File: src/rtl/opacc_pkg.sv
// Shared types for the outer-product accumulator and its drain stage.
// Row/entry types are sized for the default accumulator shape; parameterized blocks size their own.
package opacc_pkg;

  localparam int unsigned OPACC_XLEN = 64;
  localparam int unsigned OPACC_VL   = 2;
  localparam int unsigned OPACC_ML   = 2;

  // Index width that never collapses to zero bits for a single-row accumulator.
  function automatic int idx_w(input int n);
    return (n > 1) ? $clog2(n) : 1;
  endfunction

  typedef logic [OPACC_VL-1:0][OPACC_XLEN-1:0] row_t;

  typedef enum logic [1:0] {
    IDLE,
    DRAIN,
    FLUSH
  } drain_state_e;

  typedef struct packed {
    row_t                          data;
    logic [idx_w(OPACC_ML)-1:0]    row;
    logic                          last;
  } fifo_entry_t;

endpackage

File: src/rtl/opacc_row_fifo.sv
// Synchronous first-word-fall-through FIFO with wrap-around pointers and an occupancy counter.
module opacc_row_fifo #(
  parameter int W     = 8,
  parameter int DEPTH = 2
) (
  input  logic         clk,
  input  logic         reset,
  input  logic         push,
  input  logic         pop,
  input  logic [W-1:0] wdata,
  output logic         full,
  output logic         empty,
  output logic [W-1:0] rdata
);

  localparam int PW = (DEPTH > 1) ? $clog2(DEPTH) : 1;
  localparam int CW = $clog2(DEPTH + 1);
  localparam logic [PW-1:0] PTR_LAST = PW'(DEPTH - 1);

  logic [W-1:0]  mem [DEPTH];
  logic [PW-1:0] wr_ptr;
  logic [PW-1:0] rd_ptr;
  logic [CW-1:0] count;
  logic          do_push;
  logic          do_pop;

  assign full    = (count == CW'(DEPTH));
  assign empty   = (count == '0);
  assign do_push = push && !full;
  assign do_pop  = pop && !empty;
  assign rdata   = mem[rd_ptr];

  always_ff @(posedge clk) begin
    if (do_push) mem[wr_ptr] <= wdata;
  end

  always_ff @(posedge clk) begin
    if (reset) begin
      wr_ptr <= '0;
      rd_ptr <= '0;
      count  <= '0;
    end else begin
      if (do_push) wr_ptr <= (wr_ptr == PTR_LAST) ? '0 : wr_ptr + 1'b1;
      if (do_pop)  rd_ptr <= (rd_ptr == PTR_LAST) ? '0 : rd_ptr + 1'b1;
      count <= count + CW'(do_push) - CW'(do_pop);
    end
  end

endmodule

File: src/rtl/opacc_drain.sv
// Drains all accumulator rows through a small FIFO onto a valid/ready stream,
// shifting zeros back in so the accumulator ends up cleared.
module opacc_drain
  import opacc_pkg::*;
#(
  parameter int XLEN  = 64,
  parameter int vl    = 2,
  parameter int ml    = 2,
  parameter int DEPTH = ml
) (
  input  logic                    clk,
  input  logic                    reset,
  input  logic                    drain_start,
  output logic                    busy,
  output logic                    done,
  output logic                    en_c,
  output logic [vl*XLEN-1:0]      vo_c_acc,
  input  logic [vl*XLEN-1:0]      vi_row,
  output logic                    out_valid,
  input  logic                    out_ready,
  output logic [vl*XLEN-1:0]      out_data,
  output logic [idx_w(ml)-1:0]    out_row,
  output logic                    out_last
);

  localparam int RW = idx_w(ml);
  localparam int CW = $clog2(ml + 1);

  typedef struct packed {
    logic [vl*XLEN-1:0] data;
    logic [RW-1:0]      row;
    logic               last;
  } slot_t;

  drain_state_e  state;
  logic [CW-1:0] shift_cnt;
  logic          last_shift;
  logic          fifo_full;
  logic          fifo_empty;
  logic          pop;
  slot_t         wslot;
  slot_t         rslot;

  assign last_shift = (shift_cnt == CW'(ml - 1));
  assign en_c       = (state == DRAIN) && !fifo_full;
  assign pop        = !fifo_empty && out_ready;
  assign vo_c_acc   = '0;
  assign busy       = (state != IDLE);
  // Only the final row carries last, and it is always popped after the move to FLUSH.
  assign done       = (state == FLUSH) && pop && rslot.last;

  assign wslot.data = vi_row;
  assign wslot.row  = shift_cnt[RW-1:0];
  assign wslot.last = last_shift;

  opacc_row_fifo #(
    .W     ($bits(slot_t)),
    .DEPTH (DEPTH)
  ) u_fifo (
    .clk   (clk),
    .reset (reset),
    .push  (en_c),
    .pop   (pop),
    .wdata (wslot),
    .full  (fifo_full),
    .empty (fifo_empty),
    .rdata (rslot)
  );

  // Stale storage is masked so the stream reads zero whenever nothing is queued.
  assign out_valid = !fifo_empty;
  assign out_data  = fifo_empty ? '0 : rslot.data;
  assign out_row   = fifo_empty ? '0 : rslot.row;
  assign out_last  = !fifo_empty && rslot.last;

  always_ff @(posedge clk) begin
    if (reset) begin
      state     <= IDLE;
      shift_cnt <= '0;
    end else begin
      case (state)
        IDLE: begin
          if (drain_start) begin
            state     <= DRAIN;
            shift_cnt <= '0;
          end
        end
        DRAIN: begin
          if (en_c) begin
            shift_cnt <= shift_cnt + 1'b1;
            if (last_shift) state <= FLUSH;
          end
        end
        FLUSH: begin
          if (done) state <= IDLE;
        end
        default: state <= IDLE;
      endcase
    end
  end

endmodule

File: config.mk
export PLATFORM = sky130hd
export DESIGN_NAME = opacc_drain
export DESIGN_NICKNAME = d
export VERILOG_FILES = /design/src/rtl/opacc_pkg.sv /design/src/rtl/opacc_row_fifo.sv /design/src/rtl/opacc_drain.sv
export SDC_FILE = /design/constraint.sdc
export NUM_CORES = 1
export LEC_CHECK = 0
export CORE_AREA = 2 2 155 157
export CTS_CLUSTER_SIZE = 16
export DETAILED_ROUTE_END_ITERATION = 8
export DIE_AREA = 0 0 157 159
export PLACE_DENSITY = 0.93
export SYNTH_ARGS = -nofsm -noshare
export SYNTH_HDL_FRONTEND = slang
export SYNTH_SLANG_ARGS = --single-unit
File: constraint.sdc
create_clock -name clk -period 10.1 [get_ports clk]
set_input_delay 2.02 -clock clk [delete_from_list [all_inputs] [get_ports clk]]
set_output_delay 2.02 -clock clk [all_outputs]
set_load 0.01 [all_outputs]
==> Word-level counts from Yosys, hierarchy flattened <==
Memories as Yosys holds them, arrays and structs flattened. A register that Yosys moved wholly into a read port is not among the register bits.
Cells that the tools add are included.
{ "totals": {"out_inout_bits": 262, "ramBits": 260, "reg_bits": 8, "latch_bits": 0, "in_bits": 132, "memories": 1, "romBits": 0, "word_cells": 50} }
{ "classes": {"n_mul": 0, "add_sub_neg": 5, "bitwise": 0, "shift": 0, "eq_ne": 8, "n_mux": 16, "n_reduce_logical": 15, "n_lt_le_gt_ge": 0, "div_mod_pow": 0} }
{ "mem_list": {"columns": ["name", "words", "width", "read_ports", "rd_clocked_by_memory_dff", "write_ports", "line", "source"], "rows": [
  ["u_fifo.mem", 2, 130, 1, 1, 1, "opacc_row_fifo.sv:20", "logic [W-1:0] mem [DEPTH];"]
]} }
{ "op_table": {"columns": ["op", "n"], "rows": [
  ["128-bit 2-to-1 mux", 1],
  ["2-bit 2-to-1 mux", 6],
  ["1-bit logical AND", 7],
  ["1-bit 2-to-1 mux", 7],
  ["2-bit inequality test, second input constant", 3],
  ["2-bit one-hot mux with 3 select lines", 1],
  ["2-bit by 1-bit equality test with 1-bit output, second input constant", 2],
  ["2-bit equality test, second input constant", 2],
  ["2-bit logical NOT", 2],
  ["2-bit one-hot mux with 2 select lines", 1],
  ["4-bit AND reduction", 1],
  ["2-bit nonzero test", 2],
  ["3-bit AND reduction", 1],
  ["1-bit adder, second input constant", 2],
  ["2-bit by 1-bit adder with 2-bit output", 1],
  ["2-bit by 1-bit adder with 2-bit output, second input constant", 1],
  ["1-bit logical NOT", 2],
  ["2-bit by 1-bit inequality test with 1-bit output, second input constant", 1],
  ["2-bit by 1-bit subtractor with 2-bit output", 1]
]} }

==> Logic depth before layout (Yosys ltp) <==
{ "logic_depth": {"word_depth": 7, "ltp_mapped": 8, "depth_no_buf": 8} }

==> Hierarchy <==
A second synthesis with hierarchy kept.
{ "unflattened": {"cells_unflattened": 732, "area_unflattened_um2": 11706.2} }
{ "by_module_without_submodules": {"columns": ["module", "seq_area_each_um2", "area_per_inst_um2", "n_inst", "cells_each"], "rows": [
  ["opacc_row_fifo", 7907.6, 9640.5, 1, 431],
  ["opacc_drain", 80.1, 2065.7, 1, 301]
]} }

==> Least setup slack after synthesis <==
Ideal clock, no wire load.
{ "synth_path": {"kind": "register -> register", "from": "register u_fifo.count[0]", "to": "memory u_fifo.mem[0][0] (netlist bit), enable pin", "t_required_ns": 9.479, "path_slack_ns": 3.439, "n_path_buf": 0, "arrival_ns": 6.040, "setup_time_ns": 0.621, "period_less_slack_ns": 6.661, "stages_incl_launch_ff": 4, "cell_sequence": "dfxtp_1 > nand2b_2 > nand3_2 > nor2_1"} }
{ "synth_between": {"elab_chain_cells": 6} }
{ "synth_lines": {"columns": ["item", "line", "source"], "rows": [
  ["from (decl)", "opacc_row_fifo.sv:23", "logic [CW-1:0] count;"],
  ["from (signal assigned)", "opacc_row_fifo.sv:45", "count <= count + CW'(do_push) - CW'(do_pop);"],
  ["2-bit equality test *", "opacc_row_fifo.sv:27", "assign full = (count == CW'(DEPTH));"],
  ["1-bit logical NOT *", "opacc_row_fifo.sv:29, opacc_drain.sv:45", null],
  ["1-bit logical AND", "opacc_drain.sv:45", "assign en_c = (state == DRAIN) && !fifo_full;"],
  ["1-bit logical AND *", "opacc_row_fifo.sv:29", "assign do_push = push && !full;"],
  ["1-bit 2-to-1 mux *", "opacc_row_fifo.sv:34", "if (do_push) mem[wr_ptr] <= wdata;"],
  ["1-bit 2-to-1 mux (implied by the code) *", "opacc_row_fifo.sv:34", null],
  ["to (decl)", "opacc_row_fifo.sv:20", null]
]} }
Mark *: on every way between the ends. The rest lies on a longest branch, timed or not.

==> Worst setup path after layout <==
{ "layout_path": {"from": "input port out_ready", "to": "output port done"} }
{ "layout_between": {"elab_chain_cells": 3} }
{ "layout_lines": {"columns": ["item", "line", "source"], "rows": [
  ["from (decl)", "opacc_drain.sv:20", "input logic out_ready,"],
  ["1-bit logical AND", "opacc_drain.sv:46", "assign pop = !fifo_empty && out_ready;"],
  ["1-bit logical AND (2 in series)", "opacc_drain.sv:50", "assign done = (state == FLUSH) && pop && rslot.last;"],
  ["to (decl)", "opacc_drain.sv:15", "output logic done,"]
]} }
Every way passes these cells.

==> impl_metrics.ini <==
[clock_tree]
holdBufCountCts = 0
cts_tree = done
clk_latency_ps = 520
clkSinkCount = 269
post_cts_buffers = 0
clockRootBuffer = clkbuf_16
htree_levels = 1
cts_max_path_buffers = 3
path_clk_slew_ps = 60
cts_made_buffers = 26
ctsResizeCount = 0

[synth]
synth_commonest_cells = edfxtp_1, buf_4, nor2_1
syn-cell-area_sq_um = 11300
yosys.area.top_type = edfxtp_1
synth.distinct_cells = 31
synth_most_common_cell = edfxtp_1
ys_ff_latch = 269
syn_avg_cell_area_sq_um = 15.4
ys.flop_type = edfxtp_1
yosys-top-cells-area = edfxtp_1, mux2i_1, buf_4
synth_top_area_frac = 0.694
synthCells = 729
async_reset_ff_frac = 0
ys_seq_area_frac = 0.710
synth-edff-count = 260
yosys_warnings = 0

[timing]
tightest_slew_ps = 1080
fin_crit_sh = 0.549
clock.fmax_mhz = 180
hold_ws_ps = 506
final_max_slew_viol_count = 0
report.final.hold_viol_count = 0
finalSetupViolCount = 0
finClkSkew_ps = 16.9
tns_ps = 0
grt_setup_unrepaired = false
maxSlewHeadroom = 0.279
fin_crit_ps = 5550

[power_and_ir_drop]
leakagePower_uw = 0.00502
irDropWorstVdd_uv = 203
power-per-cell-area_nw_per_um2 = 268

[floorplan]
coreArea_sq_um = 23200
die_w_um = 157
initial_core_util = 0.485
io_pins = 394
fp.dieH_um = 159
rows = 56
die-area_sq_um = 25000

[critical_path]
cp.arrival_ps = 3530
cpMostUsedCell = clkdlybuf4s50_1
cp_slowest_stage_delay_ps = 600
crit_fanout = 4
cp.required_ps = 8080
cp-start-kind = input port
path_cells = clkdlybuf4s50_1 -> o21ai_1 -> nor4_1 -> clkdlybuf4s50_1
critPathCaptureType = primary output
critPathKind = input port to primary output
crit_slowest_cell = clkdlybuf4s50_1

[route]
met2_length_um = 12500
viasPerCell = 4.75
drt_wl_total_um = 23500
drt_iter0_drc = 361
route.detailed.drc = 0
via_count = 6349
firstDrtPassIters = 5
m1WireLength_um = 8330
wl_per_cell_um = 17.6
drt.antenna.violating_nets = 0
met3_length_um = 2160
top_layer_used = met4

[layout]
finalNetCount = 1133
drive_gt1_frac = 0.0531
synthToLayoutAreaGrowth_pct = 28.7

[run]
max_cap_violations = 0

[global_routing]
grt_pass1_vias = 6499
antenna_found_initial = 1
grt_pass1_wl_um = 35500
grt_usage = 0.183
overflow = 0
grt_max_degree = 75

[run_status]
status = finished clean

[worst_hold_path]
hp-class = flip-flop to flip-flop

[placed_design]
portBuffers = 265
dp_hpwl_um = 15700
gp_congestion = 0.803
[layer usage]
layer  vias up  global-route usage
met1      3115               0.206
met3        41              0.0566
li1       2890                   -
met4         0              0.0509
met5         -                   0
met2       303               0.331
[critical path, delay by kind of cell]
family	cells	cell delay [ps]
AOI/OAI and AO/OA	1	130
buffers and inverters	2	1060
and+or+nand+nor	1	320
[placed cells by master, fill, tap and decap left out, drive strengths merged, types with 2 or more instances in the layout]
master,count
edfxtp,260
clkdlybuf4s50,265
nor2,138
buf,8
dfxtp,9
xor2,2
inv,8
a31oi,2
conb,128
mux2i,130
ha,3
bufinv,2
o21ai,2
nand2b,2
nor2b,2
clkinv,10
clkbuf,35
[report_power, final]
part,internal (uW),switching [uW]
Sequential,1400,52.0
Clock,552,390
Combinational,717,776
Total,2670,1220
[sequential cells by signal, indices dropped and copies added, names as in the netlist, named ones only]
name           count
u_fifo.mem       260
shift_cnt          2
state              2
u_fifo.count       2
u_fifo.rd_ptr      1
u_fifo.wr_ptr      1
[path summary, 6_finish.rpt]
check | from | to | slack [ps] | depth (start not counted)
setup / recovery | out_ready | done | 4550 | 4
hold / removal | shift_cnt[1] | shift_cnt[1] | 510 | 2
setup reg to reg | u_fifo.count[0] | u_fifo.mem[0][67] | 7120 | 5
hold reg to reg | shift_cnt[1] | shift_cnt[1] | 510 | 2
[kinds of logic after synthesis]
kind of cell | synth area share
and+or+nand+nor | 0.0512
DFF | 0.710
muxes | 0.117
buffers and inverters | 0.111
xor gates and xnor gates | 0.00233
AOI/OAI and AO/OA | 0.00534
adders and majority gates | 0.00334
other | 0.000333
[area by class of cell]
type	instances	area [sq um]
clock buffers	35	726
repair buffers	273	2710
inverters	8	30.0
multi-input cells	420	2520
clock inverters	12	105
well taps	319	399
fillers	1611	8710
diodes	1	2.50
flip-flops and latches	269	7990
[per-stage QoR]
step	setup slack [ps]	power, uW	util	instance area (sq um)	std cells
5_1_grt	4480	4070	0.624	14500	1336
4_1_cts	4570	3930	0.624	14500	1336
2_1_floorplan	3440	2310	-	11700	856
3_5_place_dp	4610	2970	0.589	13700	1289
6_report	4550	3890	0.625	14500	1337
3_3_place_gp	4650	2930	0.589	13700	1289
Note: power is estimated with default switching activity, not from simulation.
